<file path="config.mk">
export PLATFORM = sky130hd
export DESIGN_NAME = fifo_read_arbiter_flat
export DESIGN_NICKNAME = d
export VERILOG_FILES = /design/src/rtl/fifo_read_arbiter_if.sv /design/src/rtl/fifo_read_arbiter.sv /design/src/flat_wrapper.sv
export SDC_FILE = /design/constraint.sdc
export NUM_CORES = 1
export LEC_CHECK = 0
export BUFFER_PORTS_ARGS = -buffer_cell sky130_fd_sc_hd__buf_2
export CORE_MARGIN = 2
export CORE_UTILIZATION = 35
export DETAILED_ROUTE_END_ITERATION = 16
export PLACE_DENSITY_LB_ADDON = 0.12
export SLEW_MARGIN = 30
export SYNTH_ARGS = -nofsm -noshare
export SYNTH_HDL_FRONTEND = slang
export SYNTH_SLANG_ARGS = --single-unit
</file>
<file path="constraint.sdc">
create_clock -name clk_r -period 3.8 [get_ports clk_r]
set_input_delay 0.38 -clock clk_r [delete_from_list [all_inputs] [get_ports clk_r]]
set_output_delay 0.38 -clock clk_r [all_outputs]
set_load 0.01 [all_outputs]
</file>
<file path="src/rtl/fifo_read_arbiter_if.sv">
// FIFO-side pop bus and merged output stream of the read-side arbiter.
// The master modport is the arbiter's view.
interface fifo_read_arbiter_if #(
    parameter int NUM_FIFOS  = 4,
    parameter int DATA_WIDTH = 8
);
    localparam int SRC_WIDTH = (NUM_FIFOS > 1) ? $clog2(NUM_FIFOS) : 1;

    logic [NUM_FIFOS-1:0]            empty;
    logic [NUM_FIFOS*DATA_WIDTH-1:0] rdata;
    logic [NUM_FIFOS-1:0]            r_en;
    logic [DATA_WIDTH-1:0]           out_data;
    logic [SRC_WIDTH-1:0]            out_src;
    logic                            out_valid;
    logic                            out_ready;

    modport master (
        input  empty, rdata, out_ready,
        output r_en, out_data, out_src, out_valid
    );

    modport slave (
        output empty, rdata, out_ready,
        input  r_en, out_data, out_src, out_valid
    );
endinterface

</file>
<file path="src/rtl/fifo_read_arbiter.sv">
// Round-robin burst arbiter draining several FWFT FIFOs into one registered
// valid/ready stream. A grant lasts until MAX_BURST pops or its FIFO empties.
module fifo_read_arbiter #(
    parameter int NUM_FIFOS  = 4,
    parameter int DATA_WIDTH = 8,
    parameter int MAX_BURST  = 4
) (
    input  logic                clk_r,
    input  logic                arst,
    fifo_read_arbiter_if.master bus,
    output logic                busy
);
    localparam int SRC_W = (NUM_FIFOS > 1) ? $clog2(NUM_FIFOS) : 1;
    localparam int CNT_W = (MAX_BURST > 1) ? $clog2(MAX_BURST) : 1;

    localparam logic [CNT_W-1:0] CNT_LAST   = CNT_W'(MAX_BURST - 1);
    localparam logic [SRC_W:0]   NUM_EXT    = (SRC_W + 1)'(NUM_FIFOS);
    localparam logic [SRC_W-1:0] LAST_RESET = SRC_W'(NUM_FIFOS - 1);

    typedef enum logic {
        IDLE  = 1'b0,
        BURST = 1'b1
    } state_t;

    state_t                state_reg, state_next;
    logic [SRC_W-1:0]      grant_reg, grant_next;
    logic [SRC_W-1:0]      last_reg,  last_next;
    logic [CNT_W-1:0]      cnt_reg,   cnt_next;
    logic [DATA_WIDTH-1:0] data_reg,  data_next;
    logic [SRC_W-1:0]      src_reg,   src_next;
    logic                  valid_reg, valid_next;

    logic [DATA_WIDTH-1:0] word     [NUM_FIFOS];
    logic [SRC_W-1:0]      cand_idx [NUM_FIFOS];
    logic [NUM_FIFOS-1:0]  cand_ok;
    logic [SRC_W-1:0]      sel_idx;
    logic                  any_ready;
    logic                  grant_empty;
    logic                  out_free;
    logic                  pop;
    logic                  burst_done;
    logic [NUM_FIFOS-1:0]  r_en_next;

    // Candidate gi is the FIFO (gi+1) places after the last grant, wrapped
    // without requiring NUM_FIFOS to be a power of two.
    for (genvar gi = 0; gi < NUM_FIFOS; gi++) begin : g_fifo
        logic [SRC_W:0] sum;

        assign word[gi]     = bus.rdata[gi*DATA_WIDTH +: DATA_WIDTH];
        assign sum          = {1'b0, last_reg} + (SRC_W + 1)'(gi + 1);
        assign cand_idx[gi] = (sum >= NUM_EXT) ? SRC_W'(sum - NUM_EXT) : sum[SRC_W-1:0];
        assign cand_ok[gi]  = ~bus.empty[cand_idx[gi]];
    end

    // Scanning from the far end down leaves the nearest non-empty candidate.
    always_comb begin
        sel_idx = cand_idx[0];
        for (int k = NUM_FIFOS - 1; k >= 0; k--) begin
            if (cand_ok[k]) begin
                sel_idx = cand_idx[k];
            end
        end
    end

    assign any_ready   = |(~bus.empty);
    assign grant_empty = bus.empty[grant_reg];
    assign out_free    = ~valid_reg | bus.out_ready;
    assign pop         = (state_reg == BURST) & ~grant_empty & out_free;
    assign burst_done  = (cnt_reg == CNT_LAST);

    always_comb begin
        state_next = state_reg;
        grant_next = grant_reg;
        last_next  = last_reg;
        cnt_next   = cnt_reg;
        case (state_reg)
            IDLE: begin
                if (any_ready) begin
                    grant_next = sel_idx;
                    cnt_next   = '0;
                    state_next = BURST;
                end
            end
            BURST: begin
                if (grant_empty) begin
                    state_next = IDLE;
                    last_next  = grant_reg;
                end else if (pop) begin
                    if (burst_done) begin
                        state_next = IDLE;
                        last_next  = grant_reg;
                        cnt_next   = '0;
                    end else begin
                        cnt_next = cnt_reg + 1'b1;
                    end
                end
            end
            default: begin
                state_next = IDLE;
            end
        endcase
    end

    // A pop refills the output register in the same edge the old word leaves.
    always_comb begin
        data_next  = data_reg;
        src_next   = src_reg;
        valid_next = valid_reg;
        if (pop) begin
            data_next  = word[grant_reg];
            src_next   = grant_reg;
            valid_next = 1'b1;
        end else if (bus.out_ready) begin
            valid_next = 1'b0;
        end
    end

    always_comb begin
        r_en_next = '0;
        if (pop) begin
            r_en_next[grant_reg] = 1'b1;
        end
    end

    always_ff @(posedge clk_r or posedge arst) begin
        if (arst) begin
            state_reg <= IDLE;
            grant_reg <= '0;
            last_reg  <= LAST_RESET;
            cnt_reg   <= '0;
            data_reg  <= '0;
            src_reg   <= '0;
            valid_reg <= 1'b0;
        end else begin
            state_reg <= state_next;
            grant_reg <= grant_next;
            last_reg  <= last_next;
            cnt_reg   <= cnt_next;
            data_reg  <= data_next;
            src_reg   <= src_next;
            valid_reg <= valid_next;
        end
    end

    assign bus.r_en      = r_en_next;
    assign bus.out_data  = data_reg;
    assign bus.out_src   = src_reg;
    assign bus.out_valid = valid_reg;
    assign busy          = (state_reg == BURST);

endmodule

</file>
<file path="src/flat_wrapper.sv">
// flat-port wrapper written by rule: the top's interface ports become plain ports
module fifo_read_arbiter_flat 
#(
    parameter int NUM_FIFOS  = 4,
    parameter int DATA_WIDTH = 8,
    parameter int MAX_BURST  = 4
)
  (clk_r, arst, busy, bus_empty, bus_rdata, bus_out_ready, bus_r_en, bus_out_data, bus_out_src, bus_out_valid);
  fifo_read_arbiter_if #(.NUM_FIFOS(NUM_FIFOS), .DATA_WIDTH(DATA_WIDTH)) bus_i ();
  input  logic clk_r;
  input  logic arst;
  output logic busy;
  input wire logic [$bits(bus_i.empty)-1:0] bus_empty;
  input wire logic [$bits(bus_i.rdata)-1:0] bus_rdata;
  input wire logic [$bits(bus_i.out_ready)-1:0] bus_out_ready;
  output wire logic [$bits(bus_i.r_en)-1:0] bus_r_en;
  output wire logic [$bits(bus_i.out_data)-1:0] bus_out_data;
  output wire logic [$bits(bus_i.out_src)-1:0] bus_out_src;
  output wire logic [$bits(bus_i.out_valid)-1:0] bus_out_valid;
  assign bus_i.empty = bus_empty;
  assign bus_i.rdata = bus_rdata;
  assign bus_i.out_ready = bus_out_ready;
  assign bus_r_en = bus_i.r_en;
  assign bus_out_data = bus_i.out_data;
  assign bus_out_src = bus_i.out_src;
  assign bus_out_valid = bus_i.out_valid;
  fifo_read_arbiter #(.NUM_FIFOS(NUM_FIFOS), .DATA_WIDTH(DATA_WIDTH), .MAX_BURST(MAX_BURST)) u_core (.clk_r(clk_r), .arst(arst), .bus(bus_i), .busy(busy));
endmodule
</file>
==> out/metrics.csv <==
metric,value,unit
grt_overflow,0,
clk_latency,0.29,ns
synth_fa_ha_area_share,1.08,%
gp_congestion,0.774,
grt_pass1_vias,853,
dieWidth,61.5,um
worst_hold_slack,0.176,ns
cts_setup_buffers,0,
tritoncts,yes,
tns,0,ns
clk_pin_slew,0.11,ns
yosys.area_share.simple,13.3,%
ys_types,36,
ys_ff_latch,18,
start_util,37.3,%
finalHoldViolCount,0,
ir_worst_vdd,0.000329,V
drive_gt1_share,55.2,%
p_leak,0.750,nW
numPortBuffers,54,
clk_path_buf_depth,2,
finalMaxSlewViolations,0,
cp_max_fo,15,
ys_seq_area_share,39.1,%
yosys_warnings,0,
largest_register_ffs,8,
synth_compound_area_share,9.41,%
syn-num-nets,131,
rows,20,
slew-limit-headroom,43.5,%
drv_cap,0,
cp_cell_sequence,mux2_2 > nor2b_4 > nand2_1 > nor2_1 > buf_2,
cp_slowest_stage_delay,0.83,ns
io_pins,55,
htreeDepth,1,
cts-resized-gates,0,
antenna_found_initial,0,
cts_hold_buffers,0,
final_cells,189,
cp.arrival,2.04,ns
dp.cells,185,
ant_nets,0,
viasPerCell,4.96,
syn_area_per_cell,12.7,um^2
fin_crit_sh,63.7,%
tightest_slew,0.847,ns
final_nets,186,
area_growth_syn_to_layout,27.7,%
cpMaxStageDelayCell,dfrtp_1,
grt_max_degree,19,
cp-start-kind,flip-flop,
required,3.42,ns
critPathKind,flip-flop to output pin,
worstSetupEndpointType,output pin,
dr.pass1.iters,4,
hold_class,input port to async pin,
skew,0.00360,ns
first_iter_violations,21,
wl_per_cell,14.0,um
synth_top_family_by_area,multiplexers,
track_usage,13.9,%
clock-sinks,18,
die_y,61.5,um
rsz0062_at_grt,no,
powerDensity,745,mW/mm^2
postSynthCellCount,91,
vias,938,
outcome,"complete, no violations",
drcViolationCount,0,
fmax,413,MHz
netlist_area,0.00116,mm^2
synth_xor_area_share,0.757,%
diodes,0,
dpl-instance-area,0.00145,mm^2
dieArea,0.00378,mm^2
grt_pass1_wl,3840,um
stdcell_area,0.00148,mm^2
hpwl,2080,um
setup_viol,0,
wl,2640,um
cts_root_buf,clkbuf_4,
cts_buffers,3,
synth.area.mux_share,32.3,%
fin_crit,2.42,ns
core_region_area,0.00310,mm^2
r2r_slack,1.45,ns
report_power, final:
part	internal [mW]	switching [mW]
combinational	0.345	0.238
clock	0.0408	0.0595
sequential	0.295	0.123
total	0.681	0.420
metal layers:
| layer | GRT usage, % | vias to the layer above | part of all wire, % |
|---|---|---|---|
| met5 | 0 | - | 0 |
| met4 | 4.56 | 0 | 0.45 |
| met3 | 2.73 | 2 | 5.5 |
| met2 | 22.9 | 28 | 50 |
| met1 | 18.4 | 457 | 44 |
| li1 | - | 451 | - |
path summary, 6_finish.rpt:
check	from	end	depth (start not counted)
hold / removal	arst	u_core.bus.out_data[1]	2
min in group clk_r	bus_out_ready	u_core.bus.out_valid	3
hold reg to reg	u_core.bus.out_src[1]	u_core.bus.out_src[1]	1
setup / recovery	u_core.grant_reg[0]	bus_r_en[0]	5
setup reg to reg	u_core.grant_reg[0]	u_core.bus.out_data[1]	4
max in group asynchronous	arst	u_core.bus.out_data[5]	2
through the flow:
step	setup WS, ns	power, mW	utilization [%]
after global placement	1.47	1.00	46.8
after CTS	1.32	1.12	47.6
final	1.38	1.10	47.6
after detailed placement	1.41	1.01	46.8
after floorplan	2.17	0.864	-
after global routing	1.19	1.19	47.6
layout by cell type, fill, tap and decap left out, types with 2 or more instances in the layout:
cell / n
buf_2: 54
dfrtp_1: 16
mux2_4: 10
nand2_1: 6
nor2_1: 6
mux4_2: 5
a21oi_1: 5
inv_1: 4
nand3_1: 3
nor2b_1: 3
mux4_1: 3
clkbuf_4: 3
a21o_1: 2
nor4_1: 2
dfstp_2: 2
final cells by class:
| type | instances | area, um^2 |
|---|---|---|
| flip-flops and latches | 18 | 453 |
| multi-input cells | 65 | 658 |
| inverters | 4 | 15.0 |
| well taps | 44 | 55.1 |
| fillers | 325 | 1630 |
| repair buffers | 54 | 270 |
| clock buffers | 4 | 26.3 |
synthesized netlist by cell type:
| library cell | number | area share [%] |
|---|---|---|
| a21oi_1 | 5 | 2.2 |
| dfrtp_1 | 16 | 35 |
| a31oi_1 | 1 | 0.54 |
| o221ai_1 | 1 | 0.76 |
| buf_2 | 1 | 0.43 |
| xnor2_1 | 1 | 0.76 |
| o21bai_1 | 1 | 0.65 |
| dfstp_2 | 2 | 4.5 |
| mux4_1 | 3 | 6.8 |
| a41oi_1 | 1 | 0.76 |
| mux4_2 | 5 | 9.7 |
| clkbuf_1 | 1 | 0.32 |
| nor2b_4 | 1 | 1.2 |
| nand2_4 | 1 | 0.97 |
| ha_1 | 1 | 1.1 |
| o22ai_1 | 1 | 0.54 |
| nor2b_1 | 3 | 1.6 |
| mux2i_1 | 1 | 0.86 |
| nor4_1 | 2 | 1.1 |
| and2_1 | 1 | 0.54 |
| a32oi_1 | 1 | 0.76 |
| mux2_4 | 10 | 13 |
| a21o_1 | 2 | 1.3 |
| buf_6 | 2 | 1.9 |
| nor2_1 | 6 | 1.9 |
| o21ai_0 | 1 | 0.43 |
| nor3_4 | 1 | 1.4 |
| or2b_2 | 1 | 0.76 |
| inv_1 | 4 | 1.3 |
| mux2_2 | 1 | 0.97 |
| nand2_1 | 6 | 1.9 |
| nand2b_1 | 1 | 0.54 |
| a21oi_2 | 1 | 0.76 |
| mux2_1 | 1 | 0.97 |
| nand3_1 | 3 | 1.3 |
| a31o_1 | 1 | 0.76 |
kinds of logic after synthesis:
group,Yosys count
DFF,18
adders and majority gates,1
xor gates and xnor gates,1
buffers and inverters,8
muxes,21
AOI/OAI and AO/OA,16
and+or+nand+nor,26
worst max-delay path, delay by kind of cell, from the launching register on:
family	cells	cell delay, ns
simple gates	3	0.34
flops	1	0.83
mux	1	0.45
buf+inv	1	0.14
Note: power is estimated with default switching activity, not from simulation.
